<file path="src/rtl/sequencer_pkg.sv">
// Shared types and constants for the 24-state sequencer FSA.
// Optional single-step mode is enabled by SEQUENCER_SINGLE_STEP_EN.
package sequencer_pkg;

    localparam int NUM_STATES = 24;
    localparam int NUM_PULSES = 20;

    typedef logic [4:0] state_idx_t;

    typedef enum logic {
        SEQ_IDLE,
        SEQ_RUN
    } mode_e;

    localparam state_idx_t ABORT8_LAST  = 5'd7;
    localparam state_idx_t ABORT10_LAST = 5'd9;
    localparam state_idx_t ABORT12_LAST = 5'd11;
    localparam state_idx_t ABORT14_LAST = 5'd13;
    localparam state_idx_t LAST_STATE   = 5'd23;

    localparam int PA = 0;
    localparam int PB = 1;
    localparam int PC = 2;
    localparam int PD = 3;
    localparam int PE = 4;
    localparam int PF = 5;
    localparam int PG = 6;
    localparam int PH = 7;
    localparam int PI = 8;
    localparam int PJ = 9;
    localparam int PK = 10;
    localparam int PL = 11;
    localparam int PM = 12;
    localparam int PN = 13;
    localparam int PO = 14;
    localparam int PP = 15;
    localparam int PQ = 16;
    localparam int PR = 17;
    localparam int PS = 18;
    localparam int PT = 19;

    // An abort only ends the cycle in the one state it is tied to.
    function automatic logic is_terminal(
        input state_idx_t s,
        input logic       a8,
        input logic       a10,
        input logic       a12,
        input logic       a14
    );
        return (s == LAST_STATE)
            || (s == ABORT8_LAST  && a8)
            || (s == ABORT10_LAST && a10)
            || (s == ABORT12_LAST && a12)
            || (s == ABORT14_LAST && a14);
    endfunction

endpackage

</file>
<file path="src/rtl/sequencer_pulse_decode.sv">
// Combinational decode of the state index into one-hot FSA and pA..pT.
module sequencer_pulse_decode
    import sequencer_pkg::*;
(
    input  logic                  running_i,
    input  state_idx_t            state_i,
    output logic [NUM_STATES-1:0] fsa_o,
    output logic [NUM_PULSES-1:0] pulse_o
);

    always_comb begin
        fsa_o = '0;
        for (int k = 0; k < NUM_STATES; k++) begin
            fsa_o[k] = running_i && (state_i == state_idx_t'(k));
        end
    end

    // pA follows S0 by one state, so pulse n lives in state n+1.
    always_comb begin
        pulse_o = '0;
        for (int n = 0; n < NUM_PULSES; n++) begin
            pulse_o[n] = running_i && (state_i == state_idx_t'(n + 1));
        end
    end

endmodule

</file>
<file path="src/rtl/sequencer_fsa.sv">
// Sequencer timing backbone: 24-state FSA with abort truncation and halt.
// Define SEQUENCER_SINGLE_STEP_EN to add step_mode/step single-stepping.
module sequencer_fsa
    import sequencer_pkg::*;
#(
    parameter int COUNT_W = 16
) (
    input  logic                  clock,
    input  logic                  reset,
    input  logic                  run,
    input  logic                  halt,
    input  logic                  abort8,
    input  logic                  abort10,
    input  logic                  abort12,
    input  logic                  abort14,
`ifdef SEQUENCER_SINGLE_STEP_EN
    input  logic                  step_mode,
    input  logic                  step,
`endif
    output logic [NUM_STATES-1:0] fsa_out,
    output logic [NUM_PULSES-1:0] pulse,
    output logic                  running,
    output logic                  instr_done,
    output logic [COUNT_W-1:0]    instr_count
);

    mode_e              mode_q, mode_d;
    state_idx_t         s_q, s_d;
    logic [COUNT_W-1:0] cnt_q, cnt_d;
    logic               adv;
    logic               term;

`ifdef SEQUENCER_SINGLE_STEP_EN
    assign adv = !step_mode || step;
`else
    assign adv = 1'b1;
`endif

    assign running     = (mode_q == SEQ_RUN);
    assign term        = running
                      && is_terminal(s_q, abort8, abort10, abort12, abort14);
    assign instr_done  = term;
    assign instr_count = cnt_q;

    always_comb begin
        mode_d = mode_q;
        s_d    = s_q;
        cnt_d  = cnt_q;
        unique case (mode_q)
            SEQ_IDLE: begin
                if (run) begin
                    mode_d = SEQ_RUN;
                    s_d    = '0;
                end
            end
            SEQ_RUN: begin
                if (adv) begin
                    if (term) begin
                        cnt_d = cnt_q + COUNT_W'(1);
                        s_d   = '0;
                        // run is not re-sampled here; halt alone decides
                        if (halt) begin
                            mode_d = SEQ_IDLE;
                        end
                    end else begin
                        s_d = s_q + 5'd1;
                    end
                end
            end
        endcase
    end

    always_ff @(posedge clock) begin
        if (reset) begin
            mode_q <= SEQ_IDLE;
            s_q    <= '0;
            cnt_q  <= '0;
        end else begin
            mode_q <= mode_d;
            s_q    <= s_d;
            cnt_q  <= cnt_d;
        end
    end

    sequencer_pulse_decode u_decode (
        .running_i (running),
        .state_i   (s_q),
        .fsa_o     (fsa_out),
        .pulse_o   (pulse)
    );

endmodule

</file>
<file path="config.mk">
export PLATFORM = sky130hd
export DESIGN_NAME = sequencer_fsa
export DESIGN_NICKNAME = d
export VERILOG_FILES = /design/src/rtl/sequencer_pkg.sv /design/src/rtl/sequencer_pulse_decode.sv /design/src/rtl/sequencer_fsa.sv
export SDC_FILE = /design/constraint.sdc
export NUM_CORES = 1
export LEC_CHECK = 0
export BUFFER_PORTS_ARGS = -buffer_cell sky130_fd_sc_hd__buf_2
export CAP_MARGIN = 0
export CORE_MARGIN = 2
export CORE_UTILIZATION = 50
export CTS_CLUSTER_SIZE = 14
export DETAILED_ROUTE_END_ITERATION = 8
export PLACE_DENSITY = 0.89
export SYNTH_ARGS = -nofsm -noshare
export SYNTH_HDL_FRONTEND = slang
export SYNTH_SLANG_ARGS = --single-unit
</file>
<file path="constraint.sdc">
create_clock -name clock -period 5.25 [get_ports clock]
set_input_delay 1.575 -clock clock [delete_from_list [all_inputs] [get_ports clock]]
set_output_delay 1.575 -clock clock [all_outputs]
set_load 0.01 [all_outputs]
</file>
* After elaboration in Yosys (flattened, before gate mapping)
Cells that the tools add are included.
Word-level totals: flip-flop bits (word level) 22, input port bits 8, output and inout bits 62, word-level logic and storage cells 72
Cells by class: add/sub/neg operators 2, equal/unequal tests 24, multiplexer cells 7, bitwise operators 1, reduce and logical (&&, ||, !) cells 35
Operators by type and width (count):
- == test 5 x 4 -> 1 bit, second input constant | 8
- == test 5 bit, second input constant | 8
- logical AND 1 bit | 29
- == test 5 x 3 -> 1 bit, second input constant | 4
- adder 16 x 1 -> 16 bit, second input constant | 1
- == test 5 x 2 -> 1 bit, second input constant | 2
- 2-to-1 mux 5 bit | 2
- case mux 5 bit (2 select lines) | 1
- adder 5 x 1 -> 5 bit, second input constant | 1
- == test 5 x 1 -> 1 bit, second input constant | 1
- zero test 5 bit | 1
- logical OR 1 bit | 4
- 2-to-1 mux 1 bit | 3
- inequality test 2 bit, second input constant | 1
- case mux 1 bit (2 select lines) | 1
- AND reduction 2 bit | 1
- NOT 1 bit | 1

* Longest topological paths before layout
word-level depth 9, depth in mapped cells 9, gate-level depth less buffers 7

* Modules after synthesis
A second synthesis with hierarchy kept.
Unflattened totals: cells, all modules 185, area total of the unflattened synthesis 1445.1 um^2
Modules (own cells, without submodules):
- sequencer_fsa | times used 1, cells an instance 130, area each 1117.3 um^2, seq. area each 440.4 um^2
- sequencer_pulse_decode | times used 1, cells an instance 55, area each 327.8 um^2, seq. area each 0.0 um^2

* Least setup slack after synthesis
OpenSTA, ideal clock, no wires.
path type input port to output port, start input abort8, end output instr_done, arrival 2.448 ns, required time 3.675 ns, setup slack 1.227 ns, stages 3, buffers on the path 0, cell sequence nand3b_1 a211o_1 a31oi_1
On the way: cells in the longest elaborated chain, start to end 6
RTL lines:
- start, declared | line sequencer_fsa.sv:12 | input logic abort8,
- logical AND 1 bit | line sequencer_pkg.sv:51 | || (s == ABORT8_LAST && a8)
- logical OR 1 bit | line sequencer_pkg.sv:51
- logical OR 1 bit | line sequencer_pkg.sv:52 | || (s == ABORT10_LAST && a10)
- logical OR 1 bit | line sequencer_pkg.sv:53 | || (s == ABORT12_LAST && a12)
- logical OR 1 bit | line sequencer_pkg.sv:54 | || (s == ABORT14_LAST && a14);
- logical AND 1 bit | line sequencer_fsa.sv:41 | && is_terminal(s_q, abort8, abort10, abort12, abort14);
- end, declared | line sequencer_fsa.sv:23 | output logic instr_done,
Every way passes these cells.

* Worst setup path after layout
start input abort14, end output instr_done
On the way: cells in the longest elaborated chain, start to end 3
RTL lines:
- start, declared | line sequencer_fsa.sv:15 | input logic abort14,
- logical AND 1 bit | line sequencer_pkg.sv:54
- logical OR 1 bit | line sequencer_pkg.sv:54
- logical AND 1 bit | line sequencer_fsa.sv:41
Every way passes these cells.

==> impl_metrics.json <==
{
  "cts_hold_buf": 0,
  "cp.arrival_ns": 2.82,
  "synth_cell_types": 39,
  "syn-cell-area_sq_um": 1500,
  "synth_nets": 209,
  "fin_nets": 255,
  "synth_edf_count": 0,
  "endpoint_kind": "primary output",
  "drt_iter0_markers": 74,
  "whs_path_depth": 2,
  "fin_util_pct": 62.4,
  "r2r-start": "s_q[2]$_SDFFE_PP0P_",
  "grt_overflow": 0,
  "crit_type": "in -> out",
  "hold_path.class": "reg -> reg",
  "hpwl_mm": 2.67,
  "cts_tree": "built",
  "start_util_pct": 53.3,
  "antenna_found_initial": 0,
  "die_w_um": 58.7,
  "synthArstFlopShare_pct": 0,
  "drv_cap": 0,
  "clock_sinks": 22,
  "synth_cells": 195,
  "root_buffer": "clkbuf_4",
  "fin_crit_sh_pct": 83.8,
  "io_pins": 70,
  "grt_pass1_wl_mm": 5.64,
  "synth.avg_cell_area_sq_um": 7.67,
  "relSlewSlack_pct": 63.1,
  "fin_crit_ns": 4.40,
  "slew_violations": 0,
  "vias": 1563,
  "antennaDiodeCount": 0,
  "n_fill_cell": 262,
  "clock_latency_ns": 0.32,
  "synth-seq-cells": 22,
  "dieArea_sq_um": 3450,
  "area.growth.synth_to_final_pct": 17.1,
  "netlist_top_cells_area": "dfxtp_1 (29%), buf_4 (10%), nor2_1 (7.3%), ha_1 (5.0%), a21oi_1 (4.0%)",
  "timing.rr.end": "instr_count[15]$_SDFFE_PP0P_",
  "htreeDepth": 1,
  "firstDrtPassIters": 7,
  "ys_warn_count": 0,
  "synth_area_leader_cell": "dfxtp_1",
  "finClkSkew_ns": 0.0119,
  "netlist.area_leader.share_pct": 29.4,
  "coreArea_sq_um": 2810,
  "worst_pin_slew_ns": 0.551,
  "r2r_cells": 5,
  "ys_seq_area_share_pct": 29.4,
  "gp_congestion": 0.829,
  "drt_wl_total_mm": 3.59,
  "synth_ff_type": "dfxtp_1",
  "hold_viol_final": 0,
  "min_from": "instr_count[15]$_SDFFE_PP0P_",
  "layout-drive-gt1-share_pct": 32.5,
  "grt_max_degree": 27,
  "post_drt_wl_per_cell_um": 13.2,
  "via_per_inst": 5.77,
  "post_cts_resize_count": 0,
  "worstSetupStartpointType": "input pin",
  "grt_pass1_vias": 1279,
  "worstHoldEndpoint": "instr_count[15]$_SDFFE_PP0P_",
  "power_density_nw_per_um2": 183,
  "portBuffers": 69,
  "cts_setup_buffers": 0,
  "r2r_slack_ns": 2.90,
  "p_leak_uw": 0.000822,
  "rows": 19,
  "status": "finished with violations",
  "final_cell_mix": "buf_2 (69), nor2_1 (29), dfxtp_1 (22), nand2_1 (12), a21oi_1 (12)",
  "cp_max_fo": 8,
  "die_h_um": 58.7,
  "ir_worst_vdd_mv": 0.163,
  "timing.fmax_mhz": 227,
  "finalSetupTns_ns": 0,
  "rsz0062_at_grt": "false",
  "cp.required_ns": 3.68,
  "track_usage_pct": 20.9,
  "final_common_cell": "buf_2",
  "clk_pin_slew_worst_paths_ns": 0.13,
  "setup_violations": 0,
  "clock_path_buffers": 2,
  "violations": "DRC",
  "cts_buffers": 3,
  "drtAntennaViolNets": 0,
  "drcViolationCount": 8
}
[sequential cells by signal, indices dropped and copies added (netlist names)]
signal and cells:
instr_count 16, s_q 5, running 1
[where the power goes]
part           internal, uW  switching, uW  total (uW)  leakage (uW)
logic                  6.76           11.5        18.2      0.000616
clock network          77.2           53.8         131     0.0000279
registers               168           2.88         171      0.000178
[area by class of cell]
type	instances	area [sq um]	area share, %
multi-input cells	138	848	48.4
flip-flops and latches	22	440	25.1
repair buffers	69	345	19.7
well taps	31	38.8	2.21
clock inverters	1	30.0	1.71
inverters	7	26.3	1.50
clock buffers	3	22.5	1.29
[worst max-delay path by stage]
stage / startpoint / to / slack (ns) / depth (start not counted)
floorplan: abort8 / instr_done / 1.23 / 3
global placement: abort8 / instr_done / 0.92 / 5
detailed placement: abort14 / instr_done / 0.91 / 5
CTS: abort14 / instr_done / 0.90 / 5
global route: abort14 / instr_done / 0.79 / 5
finish: abort14 / instr_done / 0.85 / 5
[logic make-up after synthesis]
| kind of cell | count (synthesis) | share of synthesized area, % |
|---|---|---|
| fa+ha+maj | 6 | 5.02 |
| flops | 22 | 29.4 |
| simple gates | 91 | 31.6 |
| mux | 2 | 1.42 |
| xor+xnor | 5 | 2.93 |
| buf+inv | 35 | 13.9 |
| compound gates | 34 | 15.7 |
[worst max-delay path: stages]
cell and delay, ns:
buf_2 0.10, and4b_1 0.18, o21ai_1 0.45, a31oi_1 0.31, buf_2 0.22
[per-stage QoR]
step / instance area [sq um] / worst slack [ns] / hold WS, ns / total power [uW] / instances
2_1_floorplan: 1500 / 1.23 / 0.478 / 186 / 195
3_3_place_gp: 1700 / 0.921 / 0.463 / 193 / 267
3_5_place_dp: 1700 / 0.908 / 0.482 / 193 / 267
4_1_cts: 1750 / 0.895 / 0.501 / 320 / 271
5_1_grt: 1750 / 0.793 / 0.513 / 331 / 271
6_report: 1750 / 0.853 / 0.502 / 320 / 271
[cells in the mapped netlist (2+ instances only)]
cell type	n
nor2_1	29
nor2b_1	2
a32oi_1	2
nand3b_1	3
buf_4	20
nand2b_1	5
clkbuf_1	7
nand3_1	6
nand2_1	12
ha_1	6
and3_1	2
dfxtp_1	22
and2_1	9
a311oi_1	2
a31o_2	3
a31oi_1	3
a21oi_1	12
o31ai_1	5
nand4_1	6
xnor2_1	5
or4_1	4
nor3_1	7
inv_1	7
[per-layer routing]
layer	up-vias	GRT usage (%)	part of all wire, %
li1	763	-	-
met1	725	27.6	43
met2	71	36.0	48
met3	4	3.08	8.6
met4	0	4.87	0.53
met5	-	0	0
No activity file was read; power rests on OpenSTA's default activity.
